## config.mk

```make
export PLATFORM = sky130hd
export DESIGN_NAME = mram_serial_host_if
export DESIGN_NICKNAME = d
export VERILOG_FILES = /design/src/rtl/mram_serial_host_if.sv
export SDC_FILE = /design/constraint.sdc
export NUM_CORES = 1
export LEC_CHECK = 0
export ABC_AREA = 1
export BUFFER_PORTS_ARGS = -buffer_cell sky130_fd_sc_hd__buf_2
export CAP_MARGIN = 20
export CORE_MARGIN = 10
export CORE_UTILIZATION = 51
export CTS_CLUSTER_SIZE = 14
export DETAILED_ROUTE_END_ITERATION = 6
export HOLD_SLACK_MARGIN = 0.06
export PLACE_DENSITY = 0.77
export REMOVE_ABC_BUFFERS = 1
export SETUP_SLACK_MARGIN = 0.4
export SLEW_MARGIN = 20
export SYNTH_ARGS = -nofsm -noshare
export SYNTH_HDL_FRONTEND = slang
export SYNTH_SLANG_ARGS = --single-unit
```

## constraint.sdc

```tcl
create_clock -name clk -period 1.5 [get_ports clk]
set_clock_uncertainty 0.1 [all_clocks]
set_input_delay 0.075 -clock clk [delete_from_list [all_inputs] [get_ports clk]]
set_output_delay 0.075 -clock clk [all_outputs]
set_load 0.02 [all_outputs]
```

## src/rtl/mram_serial_host_if.sv

```systemverilog
// rtl/mram_serial_host_if.sv - host-side serial initiator for the burst/MRAM interface
//
// Accepts parallel commands and write beats over valid/ready, shifts the length,
// address and write-data fields out one bit per clock (MSB first), and gathers
// serial read data back into parallel beats.
//
// Ports
//   clk, rst                      clock, synchronous active-high reset
//   cmd_valid/cmd_ready           command handshake (write, burst, addr, len)
//   wdata/wdata_valid/wdata_ready write beat handshake
//   rdata/rdata_valid             captured read beat, one-cycle valid pulse
//   busy, done                    transaction in flight, end-of-transaction pulse
//   burst_en, mode_sel            burst controller enable and single/burst select
//   burst_len_in, addr_in,
//   data_in                       serial output fields, MSB first
//   read_write_sel                MRAM operation code
//   ser_data_out                  serial read data from the MRAM, MSB first
module mram_serial_host_if #(
   parameter int         ADDR_W   = 8,
   parameter int         DATA_W   = 8,
   parameter int         LEN_W    = 4,
   parameter int         RD_LAT   = 2,
   parameter logic [2:0] RW_IDLE  = 3'b000,
   parameter logic [2:0] RW_WRITE = 3'b001,
   parameter logic [2:0] RW_READ  = 3'b010
) (
   input  logic              clk,
   input  logic              rst,
   input  logic              cmd_valid,
   output logic              cmd_ready,
   input  logic              cmd_write,
   input  logic              cmd_burst,
   input  logic [ADDR_W-1:0] cmd_addr,
   input  logic [LEN_W-1:0]  cmd_len,
   input  logic [DATA_W-1:0] wdata,
   input  logic              wdata_valid,
   output logic              wdata_ready,
   output logic [DATA_W-1:0] rdata,
   output logic              rdata_valid,
   output logic              busy,
   output logic              done,
   output logic              burst_en,
   output logic              mode_sel,
   output logic              burst_len_in,
   output logic              addr_in,
   output logic              data_in,
   output logic [2:0]        read_write_sel,
   input  logic              ser_data_out
);

   localparam int MAX_AD = (ADDR_W > DATA_W) ? ADDR_W : DATA_W;
   localparam int MAX_LL = (LEN_W > RD_LAT) ? LEN_W : RD_LAT;
   localparam int MAX_F  = (MAX_AD > MAX_LL) ? MAX_AD : MAX_LL;
   localparam int CNT_W  = $clog2(MAX_F + 1);

   localparam logic [CNT_W-1:0] LEN_LAST  = CNT_W'(LEN_W - 1);
   localparam logic [CNT_W-1:0] ADDR_LAST = CNT_W'(ADDR_W - 1);
   localparam logic [CNT_W-1:0] DATA_LAST = CNT_W'(DATA_W - 1);
   localparam logic [CNT_W-1:0] LAT_LAST  = CNT_W'(RD_LAT - 1);

   typedef enum logic [2:0] {
      S_IDLE, S_LEN, S_ADDR, S_WWAIT, S_WDATA, S_RLAT, S_RDATA, S_DONE
   } state_t;

   state_t            state_q, state_d;
   logic [CNT_W-1:0]  cnt_q, cnt_d;
   logic [LEN_W-1:0]  beats_q, beats_d;
   logic              write_q, write_d;
   logic              burst_q, burst_d;
   logic [ADDR_W-1:0] addr_q, addr_d;
   // Output shift registers: the MSB is the serial line, and each register is
   // empty (all zero) once its field has been shifted out, so lines idle at 0.
   logic [LEN_W-1:0]  len_sh_q, len_sh_d;
   logic [ADDR_W-1:0] addr_sh_q, addr_sh_d;
   logic [DATA_W-1:0] wsh_q, wsh_d;
   logic [DATA_W-2:0] rsh_q, rsh_d;
   logic [DATA_W-1:0] rdata_q, rdata_d;
   logic              rdata_valid_q, rdata_valid_d;
   logic              cmd_ready_q, cmd_ready_d;
   logic              wdata_ready_q, wdata_ready_d;
   logic              busy_q, busy_d;
   logic              done_q, done_d;
   logic              burst_en_q, burst_en_d;
   logic              mode_sel_q, mode_sel_d;
   logic [2:0]        rw_sel_q, rw_sel_d;

   always_comb begin
      state_d       = state_q;
      cnt_d         = cnt_q;
      beats_d       = beats_q;
      write_d       = write_q;
      burst_d       = burst_q;
      addr_d        = addr_q;
      len_sh_d      = len_sh_q;
      addr_sh_d     = addr_sh_q;
      wsh_d         = wsh_q;
      rsh_d         = rsh_q;
      rdata_d       = rdata_q;
      rdata_valid_d = 1'b0;

      unique case (state_q)
         S_IDLE: begin
            if (cmd_valid && cmd_ready_q) begin
               write_d = cmd_write;
               burst_d = cmd_burst;
               addr_d  = cmd_addr;
               cnt_d   = '0;
               // A zero-length burst still performs one beat.
               beats_d = (cmd_burst && cmd_len != '0) ? cmd_len : LEN_W'(1);
               if (cmd_burst) begin
                  state_d  = S_LEN;
                  len_sh_d = cmd_len;
               end else begin
                  state_d   = S_ADDR;
                  addr_sh_d = cmd_addr;
               end
            end
         end
         S_LEN: begin
            len_sh_d = len_sh_q << 1;
            if (cnt_q == LEN_LAST) begin
               cnt_d     = '0;
               state_d   = S_ADDR;
               addr_sh_d = addr_q;
            end else begin
               cnt_d = cnt_q + CNT_W'(1);
            end
         end
         S_ADDR: begin
            addr_sh_d = addr_sh_q << 1;
            if (cnt_q == ADDR_LAST) begin
               cnt_d   = '0;
               state_d = write_q ? S_WWAIT : S_RLAT;
            end else begin
               cnt_d = cnt_q + CNT_W'(1);
            end
         end
         S_WWAIT: begin
            if (wdata_valid) begin
               wsh_d   = wdata;
               state_d = S_WDATA;
            end
         end
         S_WDATA: begin
            wsh_d = wsh_q << 1;
            if (cnt_q == DATA_LAST) begin
               cnt_d   = '0;
               beats_d = beats_q - LEN_W'(1);
               state_d = (beats_q == LEN_W'(1)) ? S_DONE : S_WWAIT;
            end else begin
               cnt_d = cnt_q + CNT_W'(1);
            end
         end
         S_RLAT: begin
            if (cnt_q == LAT_LAST) begin
               cnt_d   = '0;
               state_d = S_RDATA;
            end else begin
               cnt_d = cnt_q + CNT_W'(1);
            end
         end
         S_RDATA: begin
            rsh_d = (DATA_W-1)'({rsh_q, ser_data_out});
            if (cnt_q == DATA_LAST) begin
               // Beat completes; the next beat (if any) starts sampling at once.
               rdata_d       = {rsh_q, ser_data_out};
               rdata_valid_d = 1'b1;
               cnt_d         = '0;
               beats_d       = beats_q - LEN_W'(1);
               state_d       = (beats_q == LEN_W'(1)) ? S_DONE : S_RDATA;
            end else begin
               cnt_d = cnt_q + CNT_W'(1);
            end
         end
         S_DONE:  state_d = S_IDLE;
         default: state_d = S_IDLE;
      endcase

      // Control outputs are registered from the next state so they line up
      // with the state they describe.
      cmd_ready_d   = (state_d == S_IDLE);
      wdata_ready_d = (state_d == S_WWAIT);
      busy_d        = (state_d != S_IDLE);
      done_d        = (state_d == S_DONE);
      burst_en_d    = (state_d != S_IDLE) && (state_d != S_DONE);
      mode_sel_d    = burst_en_d && burst_d;
      if (state_d == S_WDATA)
         rw_sel_d = RW_WRITE;
      else if (state_d == S_RLAT || state_d == S_RDATA)
         rw_sel_d = RW_READ;
      else
         rw_sel_d = RW_IDLE;
   end

   always_ff @(posedge clk) begin
      if (rst) begin
         state_q       <= S_IDLE;
         cnt_q         <= '0;
         beats_q       <= '0;
         write_q       <= 1'b0;
         burst_q       <= 1'b0;
         addr_q        <= '0;
         len_sh_q      <= '0;
         addr_sh_q     <= '0;
         wsh_q         <= '0;
         rsh_q         <= '0;
         rdata_q       <= '0;
         rdata_valid_q <= 1'b0;
         cmd_ready_q   <= 1'b1;
         wdata_ready_q <= 1'b0;
         busy_q        <= 1'b0;
         done_q        <= 1'b0;
         burst_en_q    <= 1'b0;
         mode_sel_q    <= 1'b0;
         rw_sel_q      <= RW_IDLE;
      end else begin
         state_q       <= state_d;
         cnt_q         <= cnt_d;
         beats_q       <= beats_d;
         write_q       <= write_d;
         burst_q       <= burst_d;
         addr_q        <= addr_d;
         len_sh_q      <= len_sh_d;
         addr_sh_q     <= addr_sh_d;
         wsh_q         <= wsh_d;
         rsh_q         <= rsh_d;
         rdata_q       <= rdata_d;
         rdata_valid_q <= rdata_valid_d;
         cmd_ready_q   <= cmd_ready_d;
         wdata_ready_q <= wdata_ready_d;
         busy_q        <= busy_d;
         done_q        <= done_d;
         burst_en_q    <= burst_en_d;
         mode_sel_q    <= mode_sel_d;
         rw_sel_q      <= rw_sel_d;
      end
   end

   assign cmd_ready      = cmd_ready_q;
   assign wdata_ready    = wdata_ready_q;
   assign busy           = busy_q;
   assign done           = done_q;
   assign burst_en       = burst_en_q;
   assign mode_sel       = mode_sel_q;
   assign burst_len_in   = len_sh_q[LEN_W-1];
   assign addr_in        = addr_sh_q[ADDR_W-1];
   assign data_in        = wsh_q[DATA_W-1];
   assign read_write_sel = rw_sel_q;
   assign rdata          = rdata_q;
   assign rdata_valid    = rdata_valid_q;

endmodule

```

Word level (Yosys, flattened, before mapping)
Cells that the tools add are included.
- $add $sub $neg: 2
- eq/ne operators: 23
- mux-type cells: 35
- bitwise logic cells: 1
- reductions and logical operators: 25
- operators with widths (cell ; number):
    $mux W4 ; 9
    $mux W8 ; 4
    $mux W3 ; 9
    $eq A3 B3 Y1 const B ; 8
    $pmux W3 S8 ; 1
    $pmux W8 S3 ; 1
    $pmux W4 S2 ; 2
    $pmux W4 S4 ; 1
    $pmux W8 S2 ; 1
    $ne A2 B2 Y1 const B ; 5
    $eq A3 B2 Y1 const B ; 3
    $eq A4 B1 Y1 const B ; 2
    $reduce_and A2 Y1 ; 4
    $reduce_bool A4 Y1 ; 2
    $logic_not A3 Y1 ; 2
    $reduce_and A3 Y1 ; 2
    $reduce_bool A2 Y1 ; 3
    $reduce_bool A3 Y1 ; 2
    $reduce_or A2 Y1 ; 3
    $mux W1 ; 5
    $add A4 B1 Y4 const B ; 1
    $eq A4 B2 Y1 const B ; 1
    $eq A4 B3 Y1 const B ; 1
    $logic_and A1 B1 Y1 ; 4
    other kinds (9) ; 10
- flip-flop bits (word level): 65
- output and inout port bits: 21

Depth between registers and ports, before layout
- word-level depth: 8
- gate-level depth with buffers: 12
- gate-level depth less buffers: 12

Least setup slack after synthesis
No wires, ideal clock.
- kind: register to register
- start point: register cnt_q[0]
- end point: register burst_en_q (netlist: burst_en)
- library setup time: 128 ps
- arrival: 1428 ps
- slack: -156 ps
- cell stages (with the launch flop): 11
- path buffers: 0
- clock period less this slack: 1656 ps
- cells stage by stage: dfxtp_1 ha_1 nand2_1 nor2_4 nand2_1 nor2_2 inv_1 nand3_1 nand3_1 nand2_1 nor2_1
- longest elaborated chain between the ends: 5
- elaborated cells on any way between the ends: 12
- those cells by class: eq/ne (4); mux (6); reduce/logical (2)
- RTL lines (item ; RTL line ; RTL):
    from (decl) ; 66 ; logic [CNT_W-1:0] cnt_q, cnt_d;
    from (signal assigned) ; 218 ; cnt_q <= cnt_d;
    $eq A4 B3 Y1, or another cell as far along ; 131, 146, 164 ;
    $mux W3 (on tied branches) ; -- ;
    $pmux W3 S8 (*) ; 101 ; unique case (state_q)
    $ne A3 B3 Y1 or $reduce_bool A3 Y1 (tied branches) ; 185 ; burst_en_d = (state_d != S_IDLE) && (state_d != S_DONE);
    $logic_and A1 B1 Y1 (*) ; 185 ;
    to (signal assigned) ; 233 ; burst_en_q <= burst_en_d;
    to (decl) ; 83 ; logic burst_en_q, burst_en_d;
Mark *: on every way between the ends. The rest lies on a longest branch, timed or not.
A chain may end at the register's enable or synchronous reset.

Final worst setup path
- start point: register cnt_q[1]
- end point: register burst_en_q (netlist: burst_en)
Same word-level chain as after synthesis.

==> flow_metrics.py <==
metrics = {
    "synth": {
        "synth_cells": 414,
        "async_reset_ff_share_pct": 0,
        "synth_ff_type": "dfxtp_1",
        "synth_seq_cells": 65,
        "yosys_warnings": 0,
        "synthTopCellsByCount": "dfxtp_1 (65), nand2_1 (65), nor2_1 (57)",
        "yosysSeqAreaShare_pct": 42.1,
        "ys_types": 38,
        "avgSynthCellArea_sq_um": 7.46,
        "synth_edf_count": 0,
        "netlist.area_leader.share_pct": 42.1,
        "yosys.area.top_type": "dfxtp_1",
        "yosys-top-cells-area": "dfxtp_1 (42%), nand2_1 (7.9%), nor2_1 (6.9%)",
        "synth.cell_area_sq_um": 3090,
    },
    "route": {
        "drt_wl_total_microns": 9780,
        "drt_pass1_iterations": 5,
        "viasPerCell": 5.35,
        "wl_per_cell_microns": 15.7,
        "antenna_left": 0,
        "drc": 0,
        "drtIter0Drc": 181,
        "num_vias": 3341,
    },
    "power": {
        "leakagePower_uw": 0.00210,
        "pwr_density_cell_nw_per_um2": 1270,
        "irDropWorstVdd_v": 0.000743,
    },
    "global_routing": {
        "antenna_found_initial": 0,
        "grt_pass1_vias": 3309,
        "grt_start_max_net_pins": 32,
        "overflow": 0,
        "grt_pass1_wl_microns": 14900,
        "track_usage_pct": 18.5,
    },
    "layout": {
        "fin_nets": 578,
        "syn_to_final_growth_pct": 51.2,
        "insertedDiodeCount": 0,
        "drive_gt1_share_pct": 44.2,
        "final_cells": 625,
        "fill_cells": 370,
    },
    "clock_network": {
        "clk-insertion-delay-late_ps": 340,
        "cts.sinks": 65,
        "cts_root_buf": "clkbuf_8",
        "htreeDepth": 3,
        "clockBufferDepth": 2,
        "tritoncts": "yes",
        "path_clk_slew_ps": 70,
        "numCtsBuffers": 9,
    },
    "sta": {
        "slew_viol_final": 0,
        "max_freq_ghz": 0.599,
        "setup_viol": 44,
        "grt_setup_unrepaired": "true",
        "fin_crit_ps": 1670,
        "final_hold_viol_count": 0,
        "setup_tns_ps": -3330,
        "fin_crit_sh_pct": 111,
        "layout_setup_ws_ps": -169,
    },
    "floorplanning": {
        "die_h_microns": 97.8,
        "die_width_microns": 97.8,
        "pin_count": 48,
        "initial_core_util_pct": 52.5,
        "die_area_sq_um": 9570,
        "rows": 28,
        "core_area_sq_um": 5890,
    },
    "critical_path": {
        "critPathCaptureType": "register",
        "start_kind": "register",
        "crit_required_ps": 1620,
        "crit_fanout": 7,
        "critPathKind": "register to register",
        "crit_arrival_ps": 1790,
    },
    "job": {
        "maxCapViolations": 0,
    },
    "run_status": {
        "outcome": "complete, but fails checks",
        "violations": "negative setup slack",
    },
    "hold_path": {
        "min_path_type": "input port to register",
    },
    "placed_design": {
        "dp_slack_ps": -163,
        "place_congestion": 0.937,
        "place_hpwl_microns": 5570,
        "placedCellCount": 563,
        "portBuffers": 46,
    },
}
cells in the final DEF (no fill, tap or decap), drive strengths merged, types with 2 or more instances in the layout:
cell type / netlist / routed
nand2: 78 / 78
inv: 57 / 57
nor3: 4 / 4
buf: 8 / 112
o221ai: 8 / 8
a31oi: 5 / 5
clkinvlp: 0 / 2
clkinv: 0 / 2
dfxtp: 65 / 65
nand3: 19 / 19
ha: 4 / 4
nand3b: 2 / 2
clkbuf: 5 / 11
a21oi: 34 / 34
o21ai: 42 / 42
dlygate4sd3: 0 / 21
nand4: 3 / 4
o21a: 7 / 7
nor2: 67 / 67
state kept, by name, summed over array words and instances (netlist names):
register / cells
wdata_ready: 1
rdata: 8
read_write_sel: 2
burst_en: 1
state_q: 3
addr_sh_q: 8
wsh_q: 8
rsh_q: 7
cmd_ready: 1
write_q: 1
busy: 1
cnt_q: 4
rdata_valid: 1
mode_sel: 1
addr_q: 8
beats_q: 4
done: 1
burst_q: 1
len_sh_q: 4
worst max-delay path, stage by stage, from the launching register on:
cell and delay (ps):
dfxtp_4 370, ha_4 160, nand2_4 60, nor2_4 200
a21oi_1 110, nor2_1 140, nand2_1 80, nand2_2 80
nand3_2 90, nand2_2 100, nor2_1 40
metrics by stage:
step                total power (uW)  util (%)  cell area, sq um  hold slack (ps)
finish                          5920      79.3              4670             93.7
global route                    6250      79.3              4670              125
CTS                             5610      75.3              4430             75.5
detailed placement              3870      62.1              3650              237
global placement                3820      62.1              3650              232
floorplan                       3240         -              3010             44.1
final timing paths:
kind,slack [ps],end,depth (start not counted),start
worst max register to register,-170,burst_en$_SDFF_PP0_,10,cnt_q[1]$_SDFFE_PP0P_
worst min-delay path,90,beats_q[1]$_SDFFE_PP0P_,5,cmd_len[1]
worst max-delay path,-170,burst_en$_SDFF_PP0_,10,cnt_q[1]$_SDFFE_PP0P_
worst min register to register,360,len_sh_q[2]$_SDFFE_PP0P_,2,len_sh_q[2]$_SDFFE_PP0P_
power by group:
group          switching (uW)  internal (uW)  total [uW]
clock network             641            665        1310
registers                 134           1990        2120
logic                    1410           1080        2490
total                    2190           3740        5920
logic make-up after synthesis:
group	count (synthesis)	synth area share, %
AND/OR/NAND/NOR	175	27.9
AO/OA/AOI/OAI	97	18.1
buffers and inverters	70	9.56
flip-flops	65	42.1
adder cells (fa/ha/maj)	4	1.62
XOR/XNOR	2	0.567
other	1	0.121
repair_timing:
item	4_1_cts	5_1_grt
resized for setup	102	44
setup buffers	15	10
pin swaps	25	19
hold endpoints to repair	31	0
gates cloned	2	0
endpoints found under the setup margin	65	65
hold buffers	21	0
routing by layer:
metal  vias up  global-route usage [%]  wire length, microns
met5         -                       0                     0
met4         0                    7.05                   183
met3        21                    4.51                   483
met2       111                    33.0                  5110
met1      1594                    20.5                  4010
li1       1615                       -                     -
final cells by class:
type / count / area (sq um) / share of cell area (%)
clock buffers: 11 / 151 / 3.24
repair inverters: 1 / 7.51 / 0.161
repair buffers: 133 / 1050 / 22.6
clock inverters: 3 / 17.5 / 0.375
flip-flops and latches: 65 / 1320 / 28.2
well taps: 75 / 93.8 / 2.01
multi-input cells: 280 / 1790 / 38.4
inverters: 57 / 231 / 4.96
Note: power is estimated with default switching activity, not from simulation.
